## src/rtl/tdm_pkg.sv

```systemverilog
// Shared definitions for the TDM L/H slot receiver: schedule state encoding and default timing.
package tdm_pkg;

  localparam int unsigned DW_DEF        = 16;
  localparam int unsigned SLOT_LEN_DEF  = 10;
  localparam int unsigned GUARD_LEN_DEF = 2;
  localparam int unsigned DEPTH_DEF     = 4;

  // Par label map:  IDLE -> L   L_SLOT -> L   H_SLOT -> H   GUARD -> L
  typedef enum logic [1:0] {
    IDLE   = 2'd0,
    L_SLOT = 2'd1,
    H_SLOT = 2'd2,
    GUARD  = 2'd3
  } slot_state_e;

endpackage

```

## src/rtl/tdm_slot_receiver_if.sv

```systemverilog
// Channel-side and per-domain consumer signals of the TDM slot receiver.
interface tdm_slot_receiver_if
  import tdm_pkg::*;
#(
  parameter int unsigned DW = DW_DEF
);

  logic          rx_sof;
  logic          rx_valid;
  logic [DW-1:0] rx_data;
  logic [DW-1:0] l_data;
  logic          l_valid;
  logic          l_ready;
  logic          l_ovf;
  logic [DW-1:0] h_data;
  logic          h_valid;
  logic          h_ready;
  logic          h_ovf;
  logic [1:0]    slot;

  modport master (
    output rx_sof, rx_valid, rx_data, l_ready, h_ready,
    input  l_data, l_valid, l_ovf, h_data, h_valid, h_ovf, slot
  );

  modport slave (
    input  rx_sof, rx_valid, rx_data, l_ready, h_ready,
    output l_data, l_valid, l_ovf, h_data, h_valid, h_ovf, slot
  );

endinterface

```

## src/rtl/slot_fifo.sv

```systemverilog
// Single-domain synchronous FIFO with registered first-word-through head and sticky overflow flag.
module slot_fifo #(
  parameter int unsigned DW    = 16,
  parameter int unsigned DEPTH = 4
) (
  input  logic          clk,
  input  logic          rst,
  input  logic          push,
  input  logic [DW-1:0] push_data,
  input  logic          pop,
  output logic [DW-1:0] head,
  output logic          valid,
  output logic          ovf
);

  localparam int unsigned AW = $clog2(DEPTH);
  localparam int unsigned PW = AW + 1;

  logic [DW-1:0] mem_q [DEPTH];
  logic [DW-1:0] mem_n [DEPTH];
  logic [PW-1:0] wr_q, rd_q, wr_n, rd_n;
  logic          full, empty, pop_ok, push_ok;

  // Pop is resolved before push so a full FIFO can accept a word in the same cycle it drains one.
  always_comb begin
    full    = (wr_q[AW] != rd_q[AW]) && (wr_q[AW-1:0] == rd_q[AW-1:0]);
    empty   = (wr_q == rd_q);
    pop_ok  = pop && !empty;
    push_ok = push && (!full || pop_ok);
    mem_n   = mem_q;
    if (push_ok) mem_n[wr_q[AW-1:0]] = push_data;
    wr_n    = wr_q + PW'(push_ok);
    rd_n    = rd_q + PW'(pop_ok);
  end

  always_ff @(posedge clk or posedge rst) begin
    if (rst) begin
      mem_q <= '{default: '0};
      wr_q  <= '0;
      rd_q  <= '0;
      head  <= '0;
      valid <= 1'b0;
      ovf   <= 1'b0;
    end else begin
      mem_q <= mem_n;
      wr_q  <= wr_n;
      rd_q  <= rd_n;
      head  <= mem_n[rd_n[AW-1:0]];
      valid <= (wr_n != rd_n);
      if (push && !push_ok) ovf <= 1'b1;
    end
  end

endmodule

```

## src/rtl/tdm_slot_receiver.sv

```systemverilog
// Receive side of the L/H time-multiplexed channel: tracks the slot schedule and steers words into per-domain FIFOs.
module tdm_slot_receiver
  import tdm_pkg::*;
#(
  parameter int unsigned DW        = DW_DEF,
  parameter int unsigned SLOT_LEN  = SLOT_LEN_DEF,
  parameter int unsigned GUARD_LEN = GUARD_LEN_DEF,
  parameter int unsigned DEPTH     = DEPTH_DEF
) (
  input  logic                clk,
  input  logic                rst,
  tdm_slot_receiver_if.slave  bus
);

  localparam int unsigned TMAX = (SLOT_LEN > GUARD_LEN) ? SLOT_LEN : GUARD_LEN;
  localparam int unsigned TW   = $clog2(TMAX + 1);

  slot_state_e   state_q, state_n;
  logic [TW-1:0] timer_q, timer_n;
  logic          last_h_q, last_h_n;
  logic          l_push, h_push;

  // Schedule driven only by rx_sof and the free-running timer; no H-side signal enters here.
  always_comb begin
    state_n  = state_q;
    timer_n  = timer_q;
    last_h_n = last_h_q;
    l_push   = bus.rx_valid && (state_q == L_SLOT);
    h_push   = bus.rx_valid && (state_q == H_SLOT);
    if (bus.rx_sof) begin
      state_n = L_SLOT;
      timer_n = TW'(SLOT_LEN - 1);
    end else begin
      unique case (state_q)
        IDLE: timer_n = '0;
        L_SLOT, H_SLOT: begin
          if (timer_q == '0) begin
            state_n  = GUARD;
            timer_n  = TW'(GUARD_LEN - 1);
            last_h_n = (state_q == H_SLOT);
          end else begin
            timer_n = timer_q - TW'(1);
          end
        end
        GUARD: begin
          if (timer_q == '0) begin
            state_n = last_h_q ? L_SLOT : H_SLOT;
            timer_n = TW'(SLOT_LEN - 1);
          end else begin
            timer_n = timer_q - TW'(1);
          end
        end
        default: state_n = IDLE;
      endcase
    end
  end

  always_ff @(posedge clk or posedge rst) begin
    if (rst) begin
      state_q  <= IDLE;
      timer_q  <= '0;
      last_h_q <= 1'b0;
    end else begin
      state_q  <= state_n;
      timer_q  <= timer_n;
      last_h_q <= last_h_n;
    end
  end

  assign bus.slot = state_q;

  slot_fifo #(.DW(DW), .DEPTH(DEPTH)) u_l_fifo (
    .clk       (clk),
    .rst       (rst),
    .push      (l_push),
    .push_data (bus.rx_data),
    .pop       (bus.l_ready),
    .head      (bus.l_data),
    .valid     (bus.l_valid),
    .ovf       (bus.l_ovf)
  );

  slot_fifo #(.DW(DW), .DEPTH(DEPTH)) u_h_fifo (
    .clk       (clk),
    .rst       (rst),
    .push      (h_push),
    .push_data (bus.rx_data),
    .pop       (bus.h_ready),
    .head      (bus.h_data),
    .valid     (bus.h_valid),
    .ovf       (bus.h_ovf)
  );

endmodule

```

## src/flat_wrapper.sv

```systemverilog
// flat-port wrapper written by rule: the top's interface ports become plain ports
module tdm_slot_receiver_flat import tdm_pkg::*;
#(
  parameter int unsigned DW        = DW_DEF,
  parameter int unsigned SLOT_LEN  = SLOT_LEN_DEF,
  parameter int unsigned GUARD_LEN = GUARD_LEN_DEF,
  parameter int unsigned DEPTH     = DEPTH_DEF
)
  (clk, rst, bus_rx_sof, bus_rx_valid, bus_rx_data, bus_l_ready, bus_h_ready, bus_l_data, bus_l_valid, bus_l_ovf, bus_h_data, bus_h_valid, bus_h_ovf, bus_slot);
  tdm_slot_receiver_if #(.DW(DW)) bus_i ();
  input  logic clk;
  input  logic rst;
  input wire logic [$bits(bus_i.rx_sof)-1:0] bus_rx_sof;
  input wire logic [$bits(bus_i.rx_valid)-1:0] bus_rx_valid;
  input wire logic [$bits(bus_i.rx_data)-1:0] bus_rx_data;
  input wire logic [$bits(bus_i.l_ready)-1:0] bus_l_ready;
  input wire logic [$bits(bus_i.h_ready)-1:0] bus_h_ready;
  output wire logic [$bits(bus_i.l_data)-1:0] bus_l_data;
  output wire logic [$bits(bus_i.l_valid)-1:0] bus_l_valid;
  output wire logic [$bits(bus_i.l_ovf)-1:0] bus_l_ovf;
  output wire logic [$bits(bus_i.h_data)-1:0] bus_h_data;
  output wire logic [$bits(bus_i.h_valid)-1:0] bus_h_valid;
  output wire logic [$bits(bus_i.h_ovf)-1:0] bus_h_ovf;
  output wire logic [$bits(bus_i.slot)-1:0] bus_slot;
  assign bus_i.rx_sof = bus_rx_sof;
  assign bus_i.rx_valid = bus_rx_valid;
  assign bus_i.rx_data = bus_rx_data;
  assign bus_i.l_ready = bus_l_ready;
  assign bus_i.h_ready = bus_h_ready;
  assign bus_l_data = bus_i.l_data;
  assign bus_l_valid = bus_i.l_valid;
  assign bus_l_ovf = bus_i.l_ovf;
  assign bus_h_data = bus_i.h_data;
  assign bus_h_valid = bus_i.h_valid;
  assign bus_h_ovf = bus_i.h_ovf;
  assign bus_slot = bus_i.slot;
  tdm_slot_receiver #(.DW(DW), .SLOT_LEN(SLOT_LEN), .GUARD_LEN(GUARD_LEN), .DEPTH(DEPTH)) u_core (.clk(clk), .rst(rst), .bus(bus_i));
endmodule
```

## config.mk

```make
export PLATFORM = sky130hd
export DESIGN_NAME = tdm_slot_receiver_flat
export DESIGN_NICKNAME = d
export VERILOG_FILES = /design/src/rtl/tdm_pkg.sv /design/src/rtl/tdm_slot_receiver_if.sv /design/src/rtl/slot_fifo.sv /design/src/rtl/tdm_slot_receiver.sv /design/src/flat_wrapper.sv
export SDC_FILE = /design/constraint.sdc
export NUM_CORES = 1
export LEC_CHECK = 0
export ABC_CLOCK_PERIOD_IN_PS = 7800
export CAP_MARGIN = 30
export CORE_MARGIN = 10
export CORE_UTILIZATION = 46
export CTS_CLUSTER_DIAMETER = 40
export DETAILED_ROUTE_END_ITERATION = 8
export HOLD_SLACK_MARGIN = 0.08
export PLACE_DENSITY = 0.65
export SLEW_MARGIN = 25
export SYNTH_ARGS = -nofsm -noshare
export SYNTH_HDL_FRONTEND = slang
export SYNTH_SLANG_ARGS = --single-unit
```

## constraint.sdc

```tcl
create_clock -name clk -period 7.8 [get_ports clk]
set_input_delay 1.17 -clock clk [delete_from_list [all_inputs] [get_ports clk]]
set_output_delay 1.17 -clock clk [all_outputs]
set_load 0.02 [all_outputs]
```

==> impl_metrics.env <==
export IMPL_run_status="completed"
export IMPL_hold_buffers=0
export IMPL_floorplan_die_height_um=154.5
export IMPL_leakagePower_uw=0.004586
export IMPL_crit_fanout=23
export IMPL_insertion_delay_ps=430
export IMPL_routed_wl_met2_um=9474
export IMPL_max_clock_path_buffers=2
export IMPL_final_cell_mix="dfrtp_1 (183), mux2_2 (103), nand2_1 (102)"
export IMPL_path_delay_family="adder cells"
export IMPL_synth_ff_latch_count=183
export IMPL_place_detailed_hpwl_um=12150
export IMPL_crit_path_max_incr_delay_ps=930
export IMPL_timing_hold_worst_class="reg -> reg"
export IMPL_post_drt_wl_per_cell_um=19.93
export IMPL_detailed_route_drc_error_count=0
export IMPL_yosys_cell_types_count=57
export IMPL_power_density_nw_per_um2=375.4
export IMPL_cts_repair_resized=0
export IMPL_postSynthNetCount=719
export IMPL_pin_count=60
export IMPL_place_gp_congestion=0.8116
export IMPL_setup_tns_final_ps=0
export IMPL_post_place_cells=930
export IMPL_cts_inserted_buffers=17
export IMPL_root_buffer="clkbuf_16"
export IMPL_post_synthesis_async_set_or_reset_flop_share_pct=100.0
export IMPL_grt_max_degree=103
export IMPL_area_growth_pct=16.27
export IMPL_cts_tree="yes"
export IMPL_synth_ff_type="dfrtp_1"
export IMPL_finClkSkew_ps=8.375
export IMPL_critical_path_endpoint_type="register"
export IMPL_peakVddDrop_mv=0.2341
export IMPL_fin_cells=962
export IMPL_start_util_pct=46.47
export IMPL_grt_overflow_total=0
export IMPL_criticalPathCategory="in -> reg"
export IMPL_synth_edff_count=0
export IMPL_layout_commonest_cell="dfrtp_1"
export IMPL_synthesis_instances=684
export IMPL_finalCoreUtilization_pct=54.03
export IMPL_worstPathBufferInverterCount=2
export IMPL_report_final_hold_viol_count=0
export IMPL_wl_met1_um=8766
export IMPL_buffer_ports_inserted=59
export IMPL_routed_top_layer="met4"
export IMPL_share_of_the_yosys_chip_area_belonging_to_registers_pct=55.05
export IMPL_hold_start="u_core.u_h_fifo.mem_q[41]"
export IMPL_cp_required_ps=8130
export IMPL_cp_start_kind="input pin"
export IMPL_finish_net_count=756
export IMPL_max_clock_freq_mhz=260.6
export IMPL_drt_iter0_markers=445
export IMPL_cts_htree_levels=4
export IMPL_count_of_vias_placed_by_the_detailed_router=5528
export IMPL_finalMaxSlewViolations=0
export IMPL_cts_reportedPaths_clkPinSlew_ps=60
export IMPL_fp_dieW_um=154.5
export IMPL_post_cts_setup_buffer_count=0
export IMPL_placementRows=49
export IMPL_core_region_area_sq_um=17900
export IMPL_first_global_vias=5883
export IMPL_met3_layer_wire_length_in_the_routed_design_um=803
export IMPL_power_uw=3631
export IMPL_grt_usage_pct=16.14
export IMPL_yosys_warnings=0
export IMPL_grt_first_pass_wirelength_um=31380
export IMPL_synthesis_area_per_instance_sq_um=12.16
export IMPL_final_setup_viol_count=0
export IMPL_drive_above_1_share_pct=21.56
export IMPL_rsz0062_at_grt="false"
export IMPL_drv_max_cap_violation_count=0
export IMPL_cp_slowest_cell="ha_1"
export IMPL_die_area_sq_um=23860
export IMPL_drtPass1Iterations=6
export IMPL_timing_critical_path_from="bus_l_ready"
export IMPL_finalWirelength_um=19170
export IMPL_mappedNetlistArea_sq_um=8319
export IMPL_list_of_cells_traversed_by_the_critical_path="clkdlybuf4s50_1, a21boi_0, ha_1, nand2_1, nor2_1, buf_4, a222oi_1, o2111ai_1"
export IMPL_cp_data_arrival_time_ps=4170
export IMPL_rr_startpoint="u_core.u_l_fifo.wr_q[1]"
export IMPL_post_route_period_util_pct=49.20
export IMPL_antenna_found_initial=0
export IMPL_max_slew_headroom_pct=34.22
export IMPL_fin_crit_ps=3838
export IMPL_actual_slew_at_the_worst_max_slew_pin_ps=986.1
export IMPL_diodes=0
export IMPL_vias_per_cell=5.746
export IMPL_cts_sinks=183
export IMPL_ant_nets=0
[worst min-delay path, delay by kind of cell (launching register included)]
| kind | cells | cell delay [ps] |
|---|---|---|
| DFF | 1 | 350 |
| and+or+nand+nor | 2 | 100 |
[layer usage]
| metal | global-route usage (%) | up-vias |
|---|---|---|
| met5 | 0 | - |
| met4 | 3.734 | 0 |
| met3 | 4.160 | 11 |
| met2 | 26.67 | 108 |
| met1 | 20.74 | 2864 |
| li1 | - | 2545 |
[where the power goes]
part	switching [uW]	total, uW	internal, uW
Combinational	821	1440	619
Sequential	160	1370	1210
Clock	355	820	465
Total	1340	3630	2290
[final timing paths]
check | end | slack, ps | cells after the start
setup / recovery | u_core.u_l_fifo.head[1] | 3960 | 8
hold / removal | u_core.u_h_fifo.mem_q[41] | 480 | 2
setup reg to reg | u_core.u_l_fifo.head[1] | 4400 | 9
hold reg to reg | u_core.u_h_fifo.mem_q[41] | 480 | 2
max in group asynchronous | u_core.u_h_fifo.head[0] | 5270 | 4
min in group asynchronous | u_core.u_h_fifo.head[8] | 1100 | 2
[cell type report]
cell class	instances	area, sq um
Clock buffer	25	485.5
Fill cell	1504	8229
Inverter	23	91.34
Tap cell	229	286.5
Sequential cell	183	4579
Multi-Input combinational cell	424	3451
Timing Repair Buffer	72	711.9
Clock inverter	6	67.56
[cells in the mapped netlist, types with 2 or more instances]
library cell	count	area [sq um]
a21oi_1	2	10.01
a222oi_1	30	300.3
a22oi_1	3	22.52
a31oi_1	19	118.9
a41oi_1	2	17.52
and2_1	2	12.51
and3_1	16	100.1
and4_1	2	17.52
buf_1	3	11.26
buf_2	5	25.02
buf_6	2	22.52
clkbuf_1	43	161.4
dfrtp_1	183	4579
ha_1	13	162.7
inv_1	23	86.33
mux2_1	9	101.4
mux2_2	103	1160
mux2i_1	17	170.2
nand2_1	102	382.9
nand2b_1	4	25.02
nand3_1	16	80.08
nor2_1	10	37.54
nor2b_1	3	18.77
nor3_1	3	15.01
nor3b_2	2	25.02
o2111ai_1	15	131.4
o21bai_1	2	15.01
o41ai_4	3	82.58
or3_1	2	12.51
xnor2_1	3	26.28
xor2_1	15	131.4
xor2_2	2	32.53
[stage by stage]
stage               cell area (sq um)  setup slack (ps)  hold WS, ps
global route                     9673              3730        506.5
floorplan                        8319              1658        443.3
global placement                 9082              3709        457.3
detailed placement               9089              3561        468.0
CTS                              9642              4035        483.7
finish                           9673              3962        482.3
[flip-flops by register name, summed over array words and instances, names as in the netlist]
signal / count
u_core.u_l_fifo.mem_q: 64
u_core.last_h_q: 1
u_core.u_l_fifo.rd_q: 3
u_core.u_l_fifo.valid: 1
u_core.u_h_fifo.mem_q: 64
u_core.u_l_fifo.wr_q: 3
u_core.u_h_fifo.wr_q: 3
u_core.u_h_fifo.head: 16
u_core.u_h_fifo.rd_q: 3
u_core.u_h_fifo.valid: 1
u_core.u_l_fifo.head: 16
u_core.bus.slot: 2
u_core.u_h_fifo.ovf: 1
u_core.timer_q: 4
u_core.u_l_fifo.ovf: 1
[kinds of logic (layout without fill, tap and decap cells)]
family / after synthesis / count (layout) / share of synthesized area (%)
flip-flops: 183 / 183 / 55.05
buffers and inverters: 77 / 126 / 3.775
multiplexers: 129 / 129 / 17.21
AO/OA/AOI/OAI: 86 / 86 / 9.445
adder cells (fa/ha/maj): 13 / 13 / 1.955
XOR/XNOR: 21 / 21 / 2.482
AND/OR/NAND/NOR: 175 / 175 / 10.09
Power figures use the tool's default switching activity.
